==> src/rtl/crypto_pkg.sv <==
// Shared types for the image cipher datapath: pixel width, RGB triplet and decrypt FSM states.
package crypto_pkg;

    localparam int PIX_W = 8;

    typedef struct packed {
        logic [PIX_W-1:0] r;
        logic [PIX_W-1:0] g;
        logic [PIX_W-1:0] b;
    } rgb_t;

    typedef enum logic [1:0] {
        IDLE = 2'd0,
        RUN  = 2'd1,
        DONE = 2'd2
    } dec_state_t;

    function automatic rgb_t rgb_xor(input rgb_t a, input rgb_t k);
        return rgb_t'(a ^ k);
    endfunction

endpackage

==> src/rtl/decrypt_stream_if.sv <==
// Cipher-in / plaintext-out valid-ready pixel streams of the decrypt engine.
// slave is the engine side, master is the source/sink side.
interface decrypt_stream_if;
    import crypto_pkg::*;

    logic             c_valid;
    logic             c_ready;
    logic [PIX_W-1:0] c_r;
    logic [PIX_W-1:0] c_g;
    logic [PIX_W-1:0] c_b;
    logic             p_valid;
    logic             p_ready;
    logic [PIX_W-1:0] p_r;
    logic [PIX_W-1:0] p_g;
    logic [PIX_W-1:0] p_b;

    modport slave (
        input  c_valid, c_r, c_g, c_b, p_ready,
        output c_ready, p_valid, p_r, p_g, p_b
    );

    modport master (
        output c_valid, c_r, c_g, c_b, p_ready,
        input  c_ready, p_valid, p_r, p_g, p_b
    );

endinterface

==> src/rtl/key_fifo.sv <==
// Key-triplet FIFO: push visible to pop one cycle later (no bypass).
// Full/empty come from the registered count, so a push on a full FIFO is refused even with a pop.
module key_fifo
    import crypto_pkg::*;
#(
    parameter  int DEPTH = 4,
    localparam int AW    = $clog2(DEPTH),
    localparam int CW    = $clog2(DEPTH + 1)
) (
    input  logic          clk,
    input  logic          rst,
    input  logic          push,
    input  rgb_t          wdata,
    input  logic          pop,
    output rgb_t          rdata,
    output logic          full,
    output logic          empty,
    output logic [CW-1:0] count
);

    rgb_t          r_mem [DEPTH];
    logic [AW-1:0] r_wr_ptr;
    logic [AW-1:0] r_rd_ptr;
    logic [CW-1:0] r_count;
    logic          w_push;
    logic          w_pop;

    assign full   = (r_count == CW'(DEPTH));
    assign empty  = (r_count == '0);
    assign count  = r_count;
    assign rdata  = r_mem[r_rd_ptr];
    assign w_push = push & ~full;
    assign w_pop  = pop & ~empty;

    always_ff @(posedge clk) begin
        if (w_push) begin
            r_mem[r_wr_ptr] <= wdata;
        end
    end

    // DEPTH is a power of two, so the pointers wrap by natural overflow.
    always_ff @(posedge clk) begin
        if (rst) begin
            r_wr_ptr <= '0;
            r_rd_ptr <= '0;
            r_count  <= '0;
        end else begin
            if (w_push) r_wr_ptr <= r_wr_ptr + 1'b1;
            if (w_pop)  r_rd_ptr <= r_rd_ptr + 1'b1;
            case ({w_push, w_pop})
                2'b10:   r_count <= r_count + 1'b1;
                2'b01:   r_count <= r_count - 1'b1;
                default: r_count <= r_count;
            endcase
        end
    end

endmodule

==> src/rtl/decrypt_stream.sv <==
// XORs cipher pixels with queued keystream triplets; one pixel per cycle, result one cycle after accept.
// Stalls cipher input when no key is queued or the output register is held by sink backpressure.
module decrypt_stream
    import crypto_pkg::*;
#(
    parameter  int NUM_PIXELS = 65536,
    parameter  int KEY_DEPTH  = 4,
    localparam int CNT_W      = $clog2(NUM_PIXELS + 1),
    localparam int KCW        = $clog2(KEY_DEPTH + 1)
) (
    input  logic                 clk,
    input  logic                 rst,
    input  logic                 start,
    input  logic                 Key_ready,
    input  logic [PIX_W-1:0]     R_random,
    input  logic [PIX_W-1:0]     G_random,
    input  logic [PIX_W-1:0]     B_random,
    output logic                 key_hold,
    decrypt_stream_if.slave      bus,
    output logic [CNT_W-1:0]     pix_count,
    output logic                 done,
    output logic                 key_overflow
);

    dec_state_t       r_state;
    dec_state_t       w_state_nxt;
    rgb_t             w_key;
    rgb_t             w_cipher;
    logic             w_full;
    logic             w_empty;
    logic [KCW-1:0]   w_key_cnt;
    logic             w_c_hs;
    logic             w_p_hs;
    logic             w_last_out;
    logic             w_frame_taken;
    logic [CNT_W:0]   w_accepted;
    logic             r_p_valid;
    rgb_t             r_p_dat;
    logic [CNT_W-1:0] r_pix_count;
    logic             r_key_ovf;

    key_fifo #(.DEPTH(KEY_DEPTH)) u_key_fifo (
        .clk   (clk),
        .rst   (rst),
        .push  (Key_ready),
        .wdata ({R_random, G_random, B_random}),
        .pop   (w_c_hs),
        .rdata (w_key),
        .full  (w_full),
        .empty (w_empty),
        .count (w_key_cnt)
    );

    // Pixels delivered plus the one parked in the output register; once this reaches
    // a full frame no more cipher is taken, so the register is empty on entering DONE.
    assign w_accepted    = {1'b0, r_pix_count} + {{CNT_W{1'b0}}, r_p_valid};
    assign w_frame_taken = (w_accepted >= (CNT_W + 1)'(NUM_PIXELS));

    assign w_cipher    = {bus.c_r, bus.c_g, bus.c_b};
    assign bus.c_ready = (r_state == RUN) & ~w_empty & (~r_p_valid | bus.p_ready) & ~w_frame_taken;
    assign w_c_hs      = bus.c_valid & bus.c_ready;
    assign w_p_hs      = r_p_valid & bus.p_ready;
    assign w_last_out  = w_p_hs & (r_pix_count == CNT_W'(NUM_PIXELS - 1));

    always_comb begin
        w_state_nxt = r_state;
        case (r_state)
            IDLE:    if (start)      w_state_nxt = RUN;
            RUN:     if (w_last_out) w_state_nxt = DONE;
            DONE:    if (start)      w_state_nxt = RUN;
            default:                 w_state_nxt = IDLE;
        endcase
    end

    always_ff @(posedge clk) begin
        if (rst) begin
            r_state     <= IDLE;
            r_p_valid   <= 1'b0;
            r_p_dat     <= '0;
            r_pix_count <= '0;
            r_key_ovf   <= 1'b0;
        end else begin
            r_state <= w_state_nxt;

            if (w_c_hs) begin
                r_p_valid <= 1'b1;
                r_p_dat   <= rgb_xor(w_cipher, w_key);
            end else if (bus.p_ready) begin
                r_p_valid <= 1'b0;
            end

            if (r_state == DONE && start) begin
                r_pix_count <= '0;
            end else if (w_p_hs && r_pix_count != CNT_W'(NUM_PIXELS)) begin
                r_pix_count <= r_pix_count + 1'b1;
            end

            if (Key_ready && w_full) begin
                r_key_ovf <= 1'b1;
            end
        end
    end

    assign key_hold     = (w_key_cnt == KCW'(KEY_DEPTH));
    assign bus.p_valid  = r_p_valid;
    assign bus.p_r      = r_p_dat.r;
    assign bus.p_g      = r_p_dat.g;
    assign bus.p_b      = r_p_dat.b;
    assign pix_count    = r_pix_count;
    assign done         = (r_state == DONE);
    assign key_overflow = r_key_ovf;

endmodule

==> src/flat_wrapper.sv <==
// flat-port wrapper written by rule: the top's interface ports become plain ports
module decrypt_stream_flat import crypto_pkg::*;
#(
    parameter  int NUM_PIXELS = 65536,
    parameter  int KEY_DEPTH  = 4,
    localparam int CNT_W      = $clog2(NUM_PIXELS + 1),
    localparam int KCW        = $clog2(KEY_DEPTH + 1)
)
  (clk, rst, start, Key_ready, R_random, G_random, B_random, key_hold, pix_count, done, key_overflow, bus_c_valid, bus_c_r, bus_c_g, bus_c_b, bus_p_ready, bus_c_ready, bus_p_valid, bus_p_r, bus_p_g, bus_p_b);
  decrypt_stream_if bus_i ();
  input  logic clk;
  input  logic rst;
  input  logic start;
  input  logic Key_ready;
  input  logic [PIX_W-1:0] R_random;
  input  logic [PIX_W-1:0] G_random;
  input  logic [PIX_W-1:0] B_random;
  output logic key_hold;
  output logic [CNT_W-1:0] pix_count;
  output logic done;
  output logic key_overflow;
  input wire logic [$bits(bus_i.c_valid)-1:0] bus_c_valid;
  input wire logic [$bits(bus_i.c_r)-1:0] bus_c_r;
  input wire logic [$bits(bus_i.c_g)-1:0] bus_c_g;
  input wire logic [$bits(bus_i.c_b)-1:0] bus_c_b;
  input wire logic [$bits(bus_i.p_ready)-1:0] bus_p_ready;
  output wire logic [$bits(bus_i.c_ready)-1:0] bus_c_ready;
  output wire logic [$bits(bus_i.p_valid)-1:0] bus_p_valid;
  output wire logic [$bits(bus_i.p_r)-1:0] bus_p_r;
  output wire logic [$bits(bus_i.p_g)-1:0] bus_p_g;
  output wire logic [$bits(bus_i.p_b)-1:0] bus_p_b;
  assign bus_i.c_valid = bus_c_valid;
  assign bus_i.c_r = bus_c_r;
  assign bus_i.c_g = bus_c_g;
  assign bus_i.c_b = bus_c_b;
  assign bus_i.p_ready = bus_p_ready;
  assign bus_c_ready = bus_i.c_ready;
  assign bus_p_valid = bus_i.p_valid;
  assign bus_p_r = bus_i.p_r;
  assign bus_p_g = bus_i.p_g;
  assign bus_p_b = bus_i.p_b;
  decrypt_stream #(.NUM_PIXELS(NUM_PIXELS), .KEY_DEPTH(KEY_DEPTH)) u_core (.clk(clk), .rst(rst), .start(start), .Key_ready(Key_ready), .R_random(R_random), .G_random(G_random), .B_random(B_random), .key_hold(key_hold), .bus(bus_i), .pix_count(pix_count), .done(done), .key_overflow(key_overflow));
endmodule
==> config.mk <==
export PLATFORM = sky130hd
export DESIGN_NAME = decrypt_stream_flat
export DESIGN_NICKNAME = d
export VERILOG_FILES = /design/src/rtl/crypto_pkg.sv /design/src/rtl/decrypt_stream_if.sv /design/src/rtl/key_fifo.sv /design/src/rtl/decrypt_stream.sv /design/src/flat_wrapper.sv
export SDC_FILE = /design/constraint.sdc
export NUM_CORES = 1
export LEC_CHECK = 0
export ABC_AREA = 1
export ABC_CLOCK_PERIOD_IN_PS = 5900
export CORE_MARGIN = 2
export CORE_UTILIZATION = 40
export CTS_CLUSTER_SIZE = 20
export DETAILED_ROUTE_END_ITERATION = 12
export SYNTH_ARGS = -nofsm -noshare
export SYNTH_HDL_FRONTEND = slang
export SYNTH_SLANG_ARGS = --single-unit
==> constraint.sdc <==
create_clock -name clk -period 5.9 [get_ports clk]
set_input_delay 1.77 -clock clk [delete_from_list [all_inputs] [get_ports clk]]
set_output_delay 1.77 -clock clk [all_outputs]
set_load 0.01 [all_outputs]
Word level (Yosys, flattened, before mapping)
Memory sizes are Yosys's and may differ from the RTL's. A register that Yosys moved wholly into a read port is not among the register bits.
Index checks and enable logic that the tools add are counted.
{"block": "classes", "muxes": 10, "order_cmp": 1, "n_bitwise": 14, "n_eq_ne": 9, "n_reduce_logical": 10, "n_addsub": 6}
{"cell": "bitwise XOR 24 bit", "n": 1}
{"cell": "adder 17 x 1 -> 18 bit", "n": 1}
{"cell": "greater-or-equal comparator 18 x 17 -> 1 bit (second input constant)", "n": 1}
{"cell": "adder 17 x 1 -> 17 bit (second input constant)", "n": 1}
{"cell": "equality test 17 x 16 -> 1 bit (second input constant)", "n": 1}
{"cell": "!= test 17 bit (second input constant)", "n": 1}
{"cell": "bitwise AND 1 bit", "n": 8}
{"cell": "two-way mux 2 bit", "n": 4}
{"cell": "one-hot mux 3 bit (2 select lines)", "n": 1}
{"cell": "adder 2 x 1 -> 2 bit (second input constant)", "n": 2}
{"cell": "equality test 2 x 1 -> 1 bit (second input constant)", "n": 2}
{"cell": "equality test 2 bit (second input constant)", "n": 2}
{"cell": "two-way mux 1 bit", "n": 4}
{"cell": "!= test 2 x 1 -> 1 bit (second input constant)", "n": 2}
{"cell": "NOT 1 bit", "n": 4}
{"cell": "one-hot mux 2 bit (2 select lines)", "n": 1}
{"cell": "nonzero test 2 bit", "n": 2}
{"cell": "OR reduction 2 bit", "n": 2}
{"cell": "adder 3 x 1 -> 3 bit (second input constant)", "n": 1}
{"cell": "equality test 3 bit (second input constant)", "n": 1}
{"cell": "logical AND 1 bit", "n": 3}
{"cell": "logical NOT 3 bit", "n": 1}
{"cell": "subtractor 3 x 1 -> 3 bit (second input constant)", "n": 1}
{"cell": "logical NOT 2 bit", "n": 1}
{"cell": "2 further kinds", "n": 2}
{"block": "word_totals", "word_cells": 61, "in_bits": 54, "ff_bits": 52, "mem_count": 1, "out_inout_bits": 46, "ram_bits": 96}
{"memory": "u_core.u_key_fifo.r_mem", "depth": 4, "word_bits": 24, "read_ports": 1, "rd_ports_with_merged_regs": 1, "write_ports": 1, "line": "key_fifo.sv:21", "text": "rgb_t r_mem [DEPTH];"}

Longest topological paths before layout
{"block": "depth", "word_depth": 9, "mapped_depth": 15}

Hierarchy
Synthesis repeated with hierarchy kept, for this count alone.
{"block": "hier_totals", "hier_cells": 680, "hier_area_um2": 6715.2}
{"mod": "key_fifo", "seq_area_each_um2": 3062.9, "area_per_inst_um2": 4215.3, "instances": 1, "cells_each": 302}
{"mod": "decrypt_stream", "seq_area_each_um2": 900.9, "area_per_inst_um2": 2499.9, "instances": 1, "cells_each": 378}

Least setup slack after synthesis
OpenSTA, ideal clock, no wires.
{"block": "synth_timing", "path_kind": "in2out", "start": "input bus_p_ready", "end": "output bus_c_ready", "path_slack_ns": 1.743, "path_stages": 6, "arrival_time_ns": 2.387, "cell_sequence": "inv_1 nand2_1 nand3_1 nor2_1 inv_1 nor2_1"}
{"block": "synth_between", "elab_chain_cells": 3}
{"item": "start, declared", "line": "flat_wrapper.sv:26", "text": "input wire logic [$bits(bus_i.p_ready)-1:0] bus_p_ready;"}
{"item": "OR 1 bit", "line": "decrypt_stream.sv:60", "text": "assign bus.c_ready = (r_state == RUN) & ~w_empty & (~r_p_valid | bus.p_ready) & ~w_frame_taken;"}
{"item": "bitwise AND 1 bit (2 in series)", "line": "decrypt_stream.sv:60"}
{"item": "end, declared", "line": "flat_wrapper.sv:27", "text": "output wire logic [$bits(bus_i.c_ready)-1:0] bus_c_ready;"}
No other way between the ends.

Worst setup path in the final report
Same ends and word-level chain as after synthesis.

==> results.ini <==
[outcome]
status = completed

[route]
ant_nets = 0
vias = 4780
routed_via_density = 4.78
drtPass1Iterations = 6
drt_iter0_markers = 219
drc_errors = 0
wl_per_cell_microns = 15.2
wirelength_mm = 15.2

[power_and_ir_drop]
ir_drop_mv = 0.192
powerDensity_nw_per_um2 = 299
p_leak_uw = 0.00309

[floorplan]
dieHeight_microns = 131
placementRows = 46
start_util_pct = 40.8
io_pins = 100
die_x_microns = 131
dieArea_sq_um = 17200
core_sq_um = 15900

[finish]
multi_input_area_sq_um = 2130
final_cell_mix = nor2_1 (131), nand2_1 (103), clkdlybuf4s50_1 (99)
area_growth_pct = 27.4
drive_gt1_share_pct = 6.77
diodes = 0
nets = 833
finalInstanceArea_sq_um = 8260
fillers = 1462
regArea_sq_um = 3960
layout_commonest_cell = nor2_1

[setup_path]
path_max_fanout = 2
r2r_setup_slack_ns = 3.10
cp.required_ns = 4.13
crit_arrival_ns = 3.47
startpoint_type = input port
r2r_cells = 15
r2r-start = u_core.pix_count[4]
crit_start = bus_p_ready
timing.rr.end = u_core.u_key_fifo.count[2]
critPathCapture = bus_c_ready
end_kind = output port
crit_type = input port to output port

[sta]
slew_viol_final = 0
rsz0062_at_grt = false
fin_crit_ns = 5.24
setup_viol = 0
finalCritPeriodShare_pct = 88.8
finalSetupTns_ns = 0
max_freq_ghz = 0.191
relSlewSlack_pct = 35.4
finClkSkew_ns = 0.0131
tightest_slew_ns = 0.968
finalHoldViolCount = 0

[cts]
cts-root-buf = clkbuf_16
htreeDepth = 4
tritoncts = built
cts.sinks = 150
clock_path_buffers = 2
postCtsSetupRepairBufs = 0
clk_pin_slew_ns = 0.06
cts_resized = 0
cts_buffers = 17
worstSkewPairLatency_ns = 0.42
holdBufCountCts = 0

[synth]
yosysUniqueCellTypes = 31
syn-num-nets = 731
synth-main-ff-cell = edfxtp_1
synth_area_leader_cell = edfxtp_1
synth_area_leaders = edfxtp_1 (44%), dfxtp_1 (17%), nor2_1 (7.8%), nand2_1 (6.0%), xor2_1 (4.6%)
synth-edff-count = 96
ys_ff_latch = 150
synthArstFlopShare_pct = 0
yosys_warnings = 0
synth.avg_cell_area_sq_um = 9.70
netlist_instances = 668
synth_area_sq_um = 6480
synth_top_area_share_pct = 44.5
synth-seq-area-share_pct = 61.2

[placement]
placed_area_sq_um = 7680
gp_congestion = 0.843
dp_hpwl_mm = 9.89
portBuffers = 99

[grt]
grt_pass1_vias = 4608
track_usage_pct = 17.9
antenna_found_initial = 0
grt-ovfl-total = 0
grt_pass1_wl_mm = 24.2
grt_max_degree = 54

[hold_path]
hold_class = register to register

[job]
max_cap_violations = 0

[worst max-delay path: stages]
cell	delay, ns
clkdlybuf4s50_1	0.48
inv_1	0.04
nand2_1	0.06
nand3_1	0.09
nor2_1	0.23
inv_1	0.07
nor2_1	0.16
clkdlybuf4s50_1	0.56
[final cells by class]
cell class,count,share of cell area [%]
Inverter,70,3.18
Timing Repair Buffer,108,12.8
Sequential cell,150,48.0
Clock buffer,23,5.68
Tap cell,216,3.27
Multi-Input combinational cell,423,25.8
Clock inverter,9,1.23
[power by group]
part	total [uW]	switching [uW]	internal (uW)
Sequential	1190	18.1	1170
Combinational	232	132	100
Clock	1050	402	645
[Yosys cell counts (2+ instances only)]
library cell    n
buf_2           9
inv_1          68
edfxtp_1       96
nand3_1        19
nor2_1        135
o22ai_1        24
buf_6           3
nand2_2         5
nor2_2          2
inv_2           2
clkbuf_1       11
o21ai_0        56
a21oi_1        22
xor2_1         34
nor3_1          3
ha_1            8
dfxtp_1        54
nand2_1       103
buf_4           2
[flip-flops by register name, summed over array words and instances, names as in the netlist, 2 cells and up, named ones only]
name / flops
u_core.u_key_fifo.r_mem: 96
u_core.pix_count: 17
u_core.bus.p_b: 8
u_core.bus.p_g: 8
u_core.bus.p_r: 8
u_core.u_key_fifo.count: 3
u_core.r_state: 2
u_core.u_key_fifo.r_rd_ptr: 2
u_core.u_key_fifo.r_wr_ptr: 2
[how the worst min path moves through the flow]
stage,from,endpoint,cells past startpoint
floorplan,u_core.u_key_fifo.count[0],u_core.u_key_fifo.count[0],1
global placement,u_core.key_overflow,u_core.key_overflow,2
detailed placement,u_core.key_overflow,u_core.key_overflow,2
CTS,u_core.key_overflow,u_core.key_overflow,2
global route,u_core.key_overflow,u_core.key_overflow,2
finish,u_core.key_overflow,u_core.key_overflow,2
[routing by layer]
layer	vias to the layer above	GRT usage [%]	part of all wire, %	wire (microns)
met1	2246	22.7	46	6950
met5	-	0	0	0
li1	2416	-	-	-
met3	19	4.51	4.5	681
met2	99	30.3	48	7330
met4	0	5.74	1.4	214
[cell families (layout without fill, tap and decap cells)]
group	after synthesis	after routing	synth area share [%]
XOR/XNOR	34	34	4.59
AND/OR/NAND/NOR	272	272	17.0
flip-flops	150	150	61.2
buffers and inverters	95	210	6.14
adder cells (fa/ha/maj)	9	9	1.85
AO/OA/AOI/OAI	108	108	9.25
[through the flow]
stage                     hold slack (ns)  power, uW  util [%]  std cells  setup slack (ns)
after floorplan                     0.444       1330         -        668              1.74
after global placement              0.435       1440      48.4        967             0.734
after detailed placement            0.446       1440      48.4        967             0.662
after CTS                           0.455       2490      52.0        999             0.652
after global routing                0.507       2570      52.0        999             0.469
final                               0.453       2470      52.0        999             0.662
No activity file was read; power rests on OpenSTA's default activity.
